===== src/rtl/mcdf_formatter.sv =====
// MCDF receive-side formatter: collects one packet from the arbiter into a buffer and replays it downstream.
// Optional idle-timeout abort in RECV is enabled by defining FMT_TIMEOUT_EN.
module mcdf_formatter #(
  parameter int DEPTH   = 32,
  parameter int TIMEOUT = 64
) (
  input  logic        clk_i,
  input  logic        rst_i,
  input  logic        a2f_req_i,
  input  logic [1:0]  a2f_id_i,
  input  logic [2:0]  a2f_pkglen_sel_i,
  input  logic        a2f_val_i,
  input  logic [31:0] a2f_data_i,
  input  logic        a2f_end_i,
  output logic        f2a_id_req_o,
  output logic        f2a_ack_o,
  output logic        fmt_req_o,
  input  logic        fmt_grant_i,
  output logic [1:0]  fmt_chid_o,
  output logic [5:0]  fmt_length_o,
  output logic [31:0] fmt_data_o,
  output logic        fmt_start_o,
  output logic        fmt_end_o,
  output logic        fmt_err_o
);

  localparam int AW = $clog2(DEPTH);

  typedef enum logic [2:0] {IDLE, IDREQ, ACK, RECV, SREQ, SEND} state_t;

  state_t      state, state_next;
  logic [1:0]  chid;
  logic [5:0]  target_len;
  logic [5:0]  count;
  logic [5:0]  length_q;
  logic [5:0]  rd_ptr;
  logic [31:0] data_q;
  logic [31:0] buffer [DEPTH];
  logic [5:0]  recv_cnt_next;
  logic        recv_exit;
  logic        last_word;
  logic        timeout_hit;

  if (DEPTH < 32 || TIMEOUT < 1) begin : g_param_check
    $error("mcdf_formatter: DEPTH must be >= 32 and TIMEOUT >= 1");
  end

  function automatic logic [5:0] decode_len(input logic [2:0] sel);
    if (sel[2] || sel[1:0] == 2'd3) return 6'd32;
    else return 6'd4 << sel[1:0];
  endfunction

  assign recv_cnt_next = count + {5'd0, a2f_val_i};
  assign recv_exit     = a2f_end_i || (recv_cnt_next == target_len);
  assign last_word     = (rd_ptr == length_q - 6'd1);

  assign fmt_chid_o   = chid;
  assign fmt_length_o = length_q;
  assign fmt_data_o   = data_q;

`ifdef FMT_TIMEOUT_EN
  localparam int IW = $clog2(TIMEOUT + 1);

  logic [IW-1:0] idle_cnt;
  logic          err_q;

  assign timeout_hit = (state == RECV) && !a2f_val_i && !a2f_end_i &&
                       (idle_cnt == IW'(TIMEOUT - 1));
  assign fmt_err_o   = err_q;

  always_ff @(posedge clk_i or posedge rst_i) begin
    if (rst_i) begin
      idle_cnt <= '0;
      err_q    <= 1'b0;
    end else begin
      err_q <= timeout_hit;
      if (state != RECV || a2f_val_i) idle_cnt <= '0;
      else                            idle_cnt <= idle_cnt + IW'(1);
    end
  end
`else
  assign timeout_hit = 1'b0;
  assign fmt_err_o   = 1'b0;
`endif

  always_ff @(posedge clk_i or posedge rst_i) begin
    if (rst_i) state <= IDLE;
    else       state <= state_next;
  end

  always_comb begin
    state_next = state;
    case (state)
      IDLE:  if (a2f_req_i) state_next = IDREQ;
      IDREQ: state_next = ACK;
      ACK:   state_next = RECV;
      RECV: begin
        // An end marker with no stored word drops the packet silently.
        if (recv_exit)        state_next = (recv_cnt_next == 6'd0) ? IDLE : SREQ;
        else if (timeout_hit) state_next = IDLE;
      end
      SREQ:  if (fmt_grant_i) state_next = SEND;
      SEND:  if (last_word) state_next = IDLE;
      default: state_next = IDLE;
    endcase
  end

  always_comb begin
    f2a_id_req_o = 1'b0;
    f2a_ack_o    = 1'b0;
    fmt_req_o    = 1'b0;
    fmt_start_o  = 1'b0;
    fmt_end_o    = 1'b0;
    case (state)
      IDREQ: f2a_id_req_o = 1'b1;
      ACK:   f2a_ack_o    = 1'b1;
      SREQ:  fmt_req_o    = 1'b1;
      SEND: begin
        fmt_start_o = (rd_ptr == 6'd0);
        fmt_end_o   = last_word;
      end
      default: ;
    endcase
  end

  // Packet storage carries no reset; stale contents are never read back.
  always_ff @(posedge clk_i) begin
    if (state == RECV && a2f_val_i) buffer[AW'(count)] <= a2f_data_i;
  end

  // Output words are registered one cycle ahead so data_q holds between packets.
  always_ff @(posedge clk_i or posedge rst_i) begin
    if (rst_i) begin
      chid       <= 2'd0;
      target_len <= 6'd0;
      count      <= 6'd0;
      length_q   <= 6'd0;
      rd_ptr     <= 6'd0;
      data_q     <= 32'd0;
    end else begin
      case (state)
        ACK: begin
          chid       <= a2f_id_i;
          target_len <= decode_len(a2f_pkglen_sel_i);
          count      <= 6'd0;
        end
        RECV: begin
          if (a2f_val_i) count    <= recv_cnt_next;
          if (recv_exit) length_q <= recv_cnt_next;
        end
        SREQ: begin
          if (fmt_grant_i) begin
            rd_ptr <= 6'd0;
            data_q <= buffer[0];
          end
        end
        SEND: begin
          if (!last_word) begin
            rd_ptr <= rd_ptr + 6'd1;
            data_q <= buffer[AW'(rd_ptr + 6'd1)];
          end
        end
        default: ;
      endcase
    end
  end

endmodule


===== config.mk =====
export PLATFORM = sky130hd
export DESIGN_NAME = mcdf_formatter
export DESIGN_NICKNAME = d
export VERILOG_FILES = /design/src/rtl/mcdf_formatter.sv
export SDC_FILE = /design/constraint.sdc
export NUM_CORES = 1
export LEC_CHECK = 0
export CAP_MARGIN = 5
export CORE_MARGIN = 5
export CORE_UTILIZATION = 50
export DETAILED_ROUTE_END_ITERATION = 10
export HOLD_SLACK_MARGIN = 0.12
export PLACE_DENSITY_LB_ADDON = 0.15
export SETUP_SLACK_MARGIN = 0.3
export SYNTH_ARGS = -nofsm -noshare
export SYNTH_HDL_FRONTEND = slang
export SYNTH_SLANG_ARGS = --single-unit

===== constraint.sdc =====
create_clock -name clk_i -period 5.7 [get_ports clk_i]
set_input_delay 1.14 -clock clk_i [delete_from_list [all_inputs] [get_ports clk_i]]
set_output_delay 1.14 -clock clk_i [all_outputs]
set_load 0.005 [all_outputs]

==> flow_metrics.py, run 1 <==
metrics = {
    "timing": {
        "setup_violations": 0,
        "drv_slew": 0,
        "setup-tns-final_ps": 0,
        "finalCritPeriodShare_pct": 80.06,
        "fin_skew_ps": 20.64,
        "relSlewSlack_pct": 10.12,
        "hold_violations": 0,
        "period_minus_slack_ps": 4563,
        "fmax_mhz": 219.1,
        "tightest_slew_ps": 1344,
        "setup_slack_ps": 1137,
        "rsz0062_at_grt": "false",
    },
    "layout": {
        "drive_above_1_share_pct": 22.43,
        "fin_nets": 2364,
        "fillers": 6239,
        "area_growth_pct": 14.13,
        "most-common-layout-cells": "1024 x edfxtp_1, 247 x mux4_2, 242 x nand2_1",
        "final_core_util_pct": 57.30,
        "regArea_sq_mm": 0.03223,
        "multi_input_area_sq_mm": 0.009732,
        "diodes": 0,
        "stdcell_count": 3552,
        "final_common_cell": "edfxtp_1",
    },
    "yosys": {
        "synth_area_leader_cell": "edfxtp_1",
        "syn_inst": 2177,
        "syn_avg_cell_area_sq_um": 19.54,
        "synth_edf_count": 1024,
        "async_reset_ff_share_pct": 5.448,
        "synthFlopType": "edfxtp_1",
        "ys_ff_latch": 1083,
        "synth_warnings": 0,
        "synth_top_area_share_pct": 72.28,
        "yosysSeqAreaShare_pct": 75.75,
        "syn-num-nets": 2225,
        "synth.cell_area_sq_mm": 0.04254,
        "yosys-top-cells-area": "edfxtp_1 72%, mux4_2 13%, dfrtp_1 3.5%",
        "yosysUniqueCellTypes": 68,
    },
    "die": {
        "core_area_sq_mm": 0.08475,
        "dieArea_sq_mm": 0.09102,
        "num_io_pins": 89,
        "rows": 107,
        "fp.dieH_um": 301.7,
        "die_w_um": 301.7,
        "initial_core_util_pct": 50.20,
    },
    "critical_path": {
        "worst_ep_required_time_ps": 4560,
        "critPathCaptureType": "primary output",
        "worstSetupPathType": "register to primary output",
        "cp_max_fo": 34,
        "startpoint_type": "register",
        "cp.arrival_ps": 3420,
    },
    "power_and_ir_drop": {
        "ir_worst_vdd_mv": 0.3408,
        "p_per_area_mw_per_mm2": 443.0,
        "p_leak_uw": 0.01525,
        "power_frac_seq_pct": 43.1,
        "power.share.clock_pct": 33.5,
        "p_sw_uw": 6002,
        "internal-power_uw": 15510,
        "total_power_uw": 21510,
        "swShare_pct": 27.90,
        "comb_power_share_pct": 23.4,
    },
    "status": {
        "status": "completed",
    },
    "hold_path": {
        "min_path_type": "register to register",
    },
    "placement": {
        "gp_congestion": 0.8335,
        "dpl.hpwl_mm": 59.70,
        "place_ws_ps": 1324,
        "dp_cells": 3348,
        "io_buffers": 87,
    },
    "route": {
        "vias": 21350,
        "firstDrtPassIters": 5,
        "drt-total-wl_mm": 98.84,
        "wl_per_cell_um": 27.83,
        "ant_nets": 0,
        "drcViolationCount": 0,
        "vias_per_cell": 6.010,
        "drtIter0Drc": 2075,
    },
    "clock_network": {
        "cts_max_path_buffers": 3,
        "hold_buffers": 0,
        "cts_tree": "done",
        "post-cts-setup-buffers": 0,
        "cts_root_buf": "clkbuf_16",
        "cts.sinks": 1083,
        "cts.repair.resized": 0,
        "path_clk_slew_ps": 60,
        "cts_buffers": 109,
        "cts_htree_levels": 3,
        "clk_latency_ps": 680,
    },
    "global_route": {
        "grt_max_degree": 104,
        "met2_usage_pct": 32.90,
        "grt_pass1_wl_mm": 146.4,
        "grtUsageMet3_pct": 4.031,
        "gr-total-overflow": 0,
        "grt-busiest-layer": "met1",
        "grtUsageTotal_pct": 21.79,
        "grt_pass1_vias": 21580,
        "grt.met1_usage_pct": 33.53,
        "antenna_found_initial": 1,
    },
    "run": {
        "max_cap_viol_count": 0,
    },
}
synth_stat cells, drive strengths merged (5+ instances only):
cell type	number
nor3	5
mux2i	19
inv	29
buf	95
edfxtp	1024
nand3b	6
mux4	247
nor2b	24
ha	5
nand2	243
nand3	97
nor2	67
o221ai	19
clkbuf	31
a22oi	13
mux2	8
xor2	7
a31oi	16
a21oi	26
dfrtp	59
o32ai	19
a41o	14
o21ai	34
xnor2	13
a32oi	12
worst max-delay path, stage by stage (launching register included):
cell,delay (ps)
dfrtp_4,840
buf_4,640
xor2_1,190
nand2_1,120
a211oi_1,180
and3_1,200
clkdlybuf4s50_1,510
routing by layer:
layer | vias to the layer above | wire, um | share of wire [%]
met5 | - | 0 | 0
met4 | 0 | 2133 | 2.2
met3 | 137 | 8413 | 8.5
met2 | 868 | 45180 | 46
met1 | 11230 | 43120 | 44
li1 | 9109 | - | -
power by group through the flow:
stage	Sequential [uW]	Clock, uW	Combinational [uW]
floorplan	9250	0	3520
global placement	9420	0	5040
detailed placement	9420	0	5070
CTS	9260	7310	5090
global route	9280	7650	5400
finish	9260	7210	5040
flip-flops by register name, indices dropped and copies added (netlist names):
| register | count |
|---|---|
| target_len | 4 |
| count | 6 |
| fmt_data_o | 32 |
| fmt_chid_o | 2 |
| buffer | 1024 |
| rd_ptr | 6 |
| fmt_length_o | 6 |
| state | 3 |
layout make-up:
class                           count  area share [%]
Sequential cell                  1083           66.38
Multi-Input combinational cell    939           20.04
Clock buffer                      142           6.226
Tap cell                         1144           2.948
Timing Repair Buffer              154           2.891
Clock inverter                     61           1.291
Inverter                           29          0.2242
metrics by stage:
step                      area (sq um)  hold WS (ps)
after global placement           44880         465.6
after floorplan                  42540         459.6
after detailed placement         44900         477.6
final                            48560         485.3
after CTS                        48550         491.8
after global routing             48560         503.1
kinds of logic after synthesis:
group                    synth area share, %
AO/OA/AOI/OAI                          2.968
XOR/XNOR                              0.4823
adder cells (fa/ha/maj)               0.1471
buffers and inverters                  2.062
flip-flops                             75.75
multiplexers                           13.73
other                               0.008815
AND/OR/NAND/NOR                        4.850
final timing paths:
| kind | start | slack (ps) | to | depth (start not counted) |
|---|---|---|---|---|
| worst max-delay path | rd_ptr[0] | 1140 | fmt_end_o | 6 |
| worst min-delay path | fmt_chid_o[0] | 490 | fmt_chid_o[0] | 2 |
| worst max register to register | rd_ptr[0] | 1530 | fmt_data_o[28] | 8 |
| worst min register to register | fmt_chid_o[0] | 490 | fmt_chid_o[0] | 2 |
| max in group asynchronous | rst_i | 3820 | rd_ptr[0] | 3 |
| min in group asynchronous | rst_i | 790 | fmt_chid_o[0] | 2 |
Note: power is estimated with default switching activity, not from simulation.
==> run 2: changes to the inputs <==
==> constraint.sdc (replaced) <==
create_clock -name clk_i -period 3.81 [get_ports clk_i]
set_input_delay 0.762 -clock clk_i [delete_from_list [all_inputs] [get_ports clk_i]]
set_output_delay 0.762 -clock clk_i [all_outputs]
set_load 0.005 [all_outputs]
==> flow_metrics.py, run 2 (synthesized netlist as in run 1, its figures left out) <==
metrics = {
    "placement": {
        "dpl.hpwl_mm": 59.41,
        "dp_cells": 3387,
        "place_ws_ps": 373.4,
        "gp_congestion": 0.8023,
        "io_buffers": 87,
    },
    "layout": {
        "regArea_sq_mm": 0.03223,
        "top_register": "buffer",
        "fin_nets": 2409,
        "fillers": 6119,
        "most-common-layout-cells": "1024 x edfxtp_1, 247 x mux4_2, 242 x nand2_1",
        "largest_reg_flops": 1024,
        "final_common_cell": "edfxtp_1",
        "stdcell_count": 3591,
        "multi_input_area_sq_mm": 0.009749,
        "area_growth_pct": 15.84,
        "drive_above_1_share_pct": 23.63,
    },
    "clock_network": {
        "clk_latency_ps": 660,
        "cts_buffers": 109,
        "cts_tree": "done",
        "path_clk_slew_ps": 60,
        "cts_root_buf": "clkbuf_16",
        "cts_htree_levels": 3,
        "cts.sinks": 1083,
        "cts_max_path_buffers": 3,
    },
    "hold_path": {
        "min_to": "fmt_chid_o[0]",
        "worstHoldStart": "fmt_chid_o[0]",
        "whs_path_depth": 2,
        "min_path_type": "register to register",
    },
    "timing": {
        "drv_slew": 0,
        "fmax_mhz": 302.6,
        "period_minus_slack_ps": 3304,
        "relSlewSlack_pct": 14.97,
        "finalCritPeriodShare_pct": 86.72,
        "fin_skew_ps": 24.99,
        "tightest_slew_ps": 1271,
        "setup_violations": 0,
        "rsz0062_at_grt": "false",
        "setup-tns-final_ps": 0,
        "hold_violations": 0,
        "setup_slack_ps": 505.8,
    },
    "global_route": {
        "grt.met1_usage_pct": 32.62,
        "antenna_found_initial": 1,
        "grtUsageMet3_pct": 3.851,
        "grt_pass1_wl_mm": 152.5,
        "grtUsageTotal_pct": 23.04,
        "met2_usage_pct": 37.79,
        "grt_pass1_vias": 22350,
        "gr-total-overflow": 0,
        "grt-busiest-layer": "met2",
        "grt_max_degree": 68,
    },
    "route": {
        "ant_nets": 0,
        "wl_per_cell_um": 28.91,
        "vias_per_cell": 6.042,
        "drcViolationCount": 0,
        "drtIter0Drc": 2180,
        "firstDrtPassIters": 7,
        "vias": 21700,
        "drt-total-wl_mm": 103.8,
    },
    "critical_path": {
        "worst_ep_required_time_ps": 3050,
        "critPathCaptureType": "primary output",
        "worstRegToRegCells": 10,
        "slowest_delay_ps": 580,
        "cp.arrival_ps": 2540,
        "worst-r2r-setup-slack_ps": 670,
        "worst_path_dominant_cell_family": "buffers and inverters",
        "reg2reg_to": "fmt_data_o[22]",
        "crit_cells": 6,
        "worstSetupPathType": "register to primary output",
        "reg2reg_from": "rd_ptr[0]",
        "crit_chain": "buf_4 > inv_1 > ha_4 > nand3b_1 > nor3_1 > clkdlybuf4s50_1",
        "cp_slowest_cell": "clkdlybuf4s50_1",
        "crit_buf_inv": 3,
        "startpoint_type": "register",
        "cp_max_fo": 4,
    },
    "die": {
        "fp.dieH_um": 301.7,
        "num_io_pins": 89,
        "core_area_sq_mm": 0.08475,
        "initial_core_util_pct": 50.20,
        "dieArea_sq_mm": 0.09102,
        "die_w_um": 301.7,
        "rows": 107,
    },
    "power_and_ir_drop": {
        "ir_worst_vdd_mv": 0.4655,
        "p_leak_uw": 0.01559,
        "p_per_area_mw_per_mm2": 658.4,
    },
    "status": {
        "status": "completed",
    },
    "run": {
        "max_cap_viol_count": 0,
    },
}
-- run 2: cell count changes in the layout (fill, tap and decap cells not counted), moves of 6 or more --
cell,change
buf_4,+24
bufinv_16,+6
buf_12,+20
clkinv_2,-7
clkbuf_8,-8
-- run 2: cell type report --
type	instances	share of cell area, %
Tap cell	1144	2.905
Clock inverter	60	1.513
Multi-Input combinational cell	939	19.78
Antenna cell	1	0.005078
Clock buffer	136	6.012
Inverter	29	0.2209
Timing Repair Buffer	199	4.154
Sequential cell	1083	65.41
-- run 2: worst max-delay path by stage --
stage	slack [ps]	endpoint	startpoint
after floorplan	540	buffer[24][0]	state[1]
after global placement	340	fmt_length_o[2]	a2f_val_i
after detailed placement	370	fmt_length_o[5]	a2f_val_i
after CTS	290	fmt_end_o	rd_ptr[3]
after global routing	360	f2a_ack_o	state[2]
final	510	fmt_start_o	rd_ptr[0]
-- run 2: worst min-delay path, stage by stage (launching register included) --
cell and delay [ps]:
dfrtp_1 340, nand2_1 50, nand2_1 60
-- run 2: stage by stage --
stage | total power [uW] | instance area [sq um] | hold WS, ps | util, %
6_report | 32450 | 49280 | 481.3 | 58.15
5_1_grt | 33790 | 49280 | 514.7 | 58.15
4_1_cts | 32730 | 49270 | 493.3 | 58.14
3_5_place_dp | 21650 | 45460 | 479.0 | 53.64
3_3_place_gp | 21560 | 45460 | 459.0 | 53.64
2_1_floorplan | 19110 | 42540 | 459.6 | -
-- run 2: per-layer routing --
layer	routed length (um)	up-vias
li1	-	9177
met1	42640	11550
met2	51450	812
met3	7201	158
met4	2539	0
met5	0	-
-- run 2: power breakdown --
part           internal, uW  switching, uW  total [uW]
Combinational          3720           3960        7680
Clock                  6630           4370       11000
Sequential            13400            355       13800
Total                 23800           8680       32400
-- run 2: repair_timing --
action,4_1_cts,5_1_grt
setup endpoints to repair,2,1
setup buffers,6,0
hold buffers,0,0
resized for setup,4,4
pin swaps,2,0
cloned,1,0
==> run 3: changes to the inputs <==
--- a/config.mk
+++ b/config.mk
@@ -9,6 +9,7 @@
 export CORE_MARGIN = 5
 export CORE_UTILIZATION = 50
 export DETAILED_ROUTE_END_ITERATION = 10
+export GPL_ROUTABILITY_DRIVEN = 0
 export HOLD_SLACK_MARGIN = 0.12
 export PLACE_DENSITY_LB_ADDON = 0.15
 export SETUP_SLACK_MARGIN = 0.3
==> results of run 3 <==
Same layout as run 2: the final DEF is identical, and so are final timing and power.
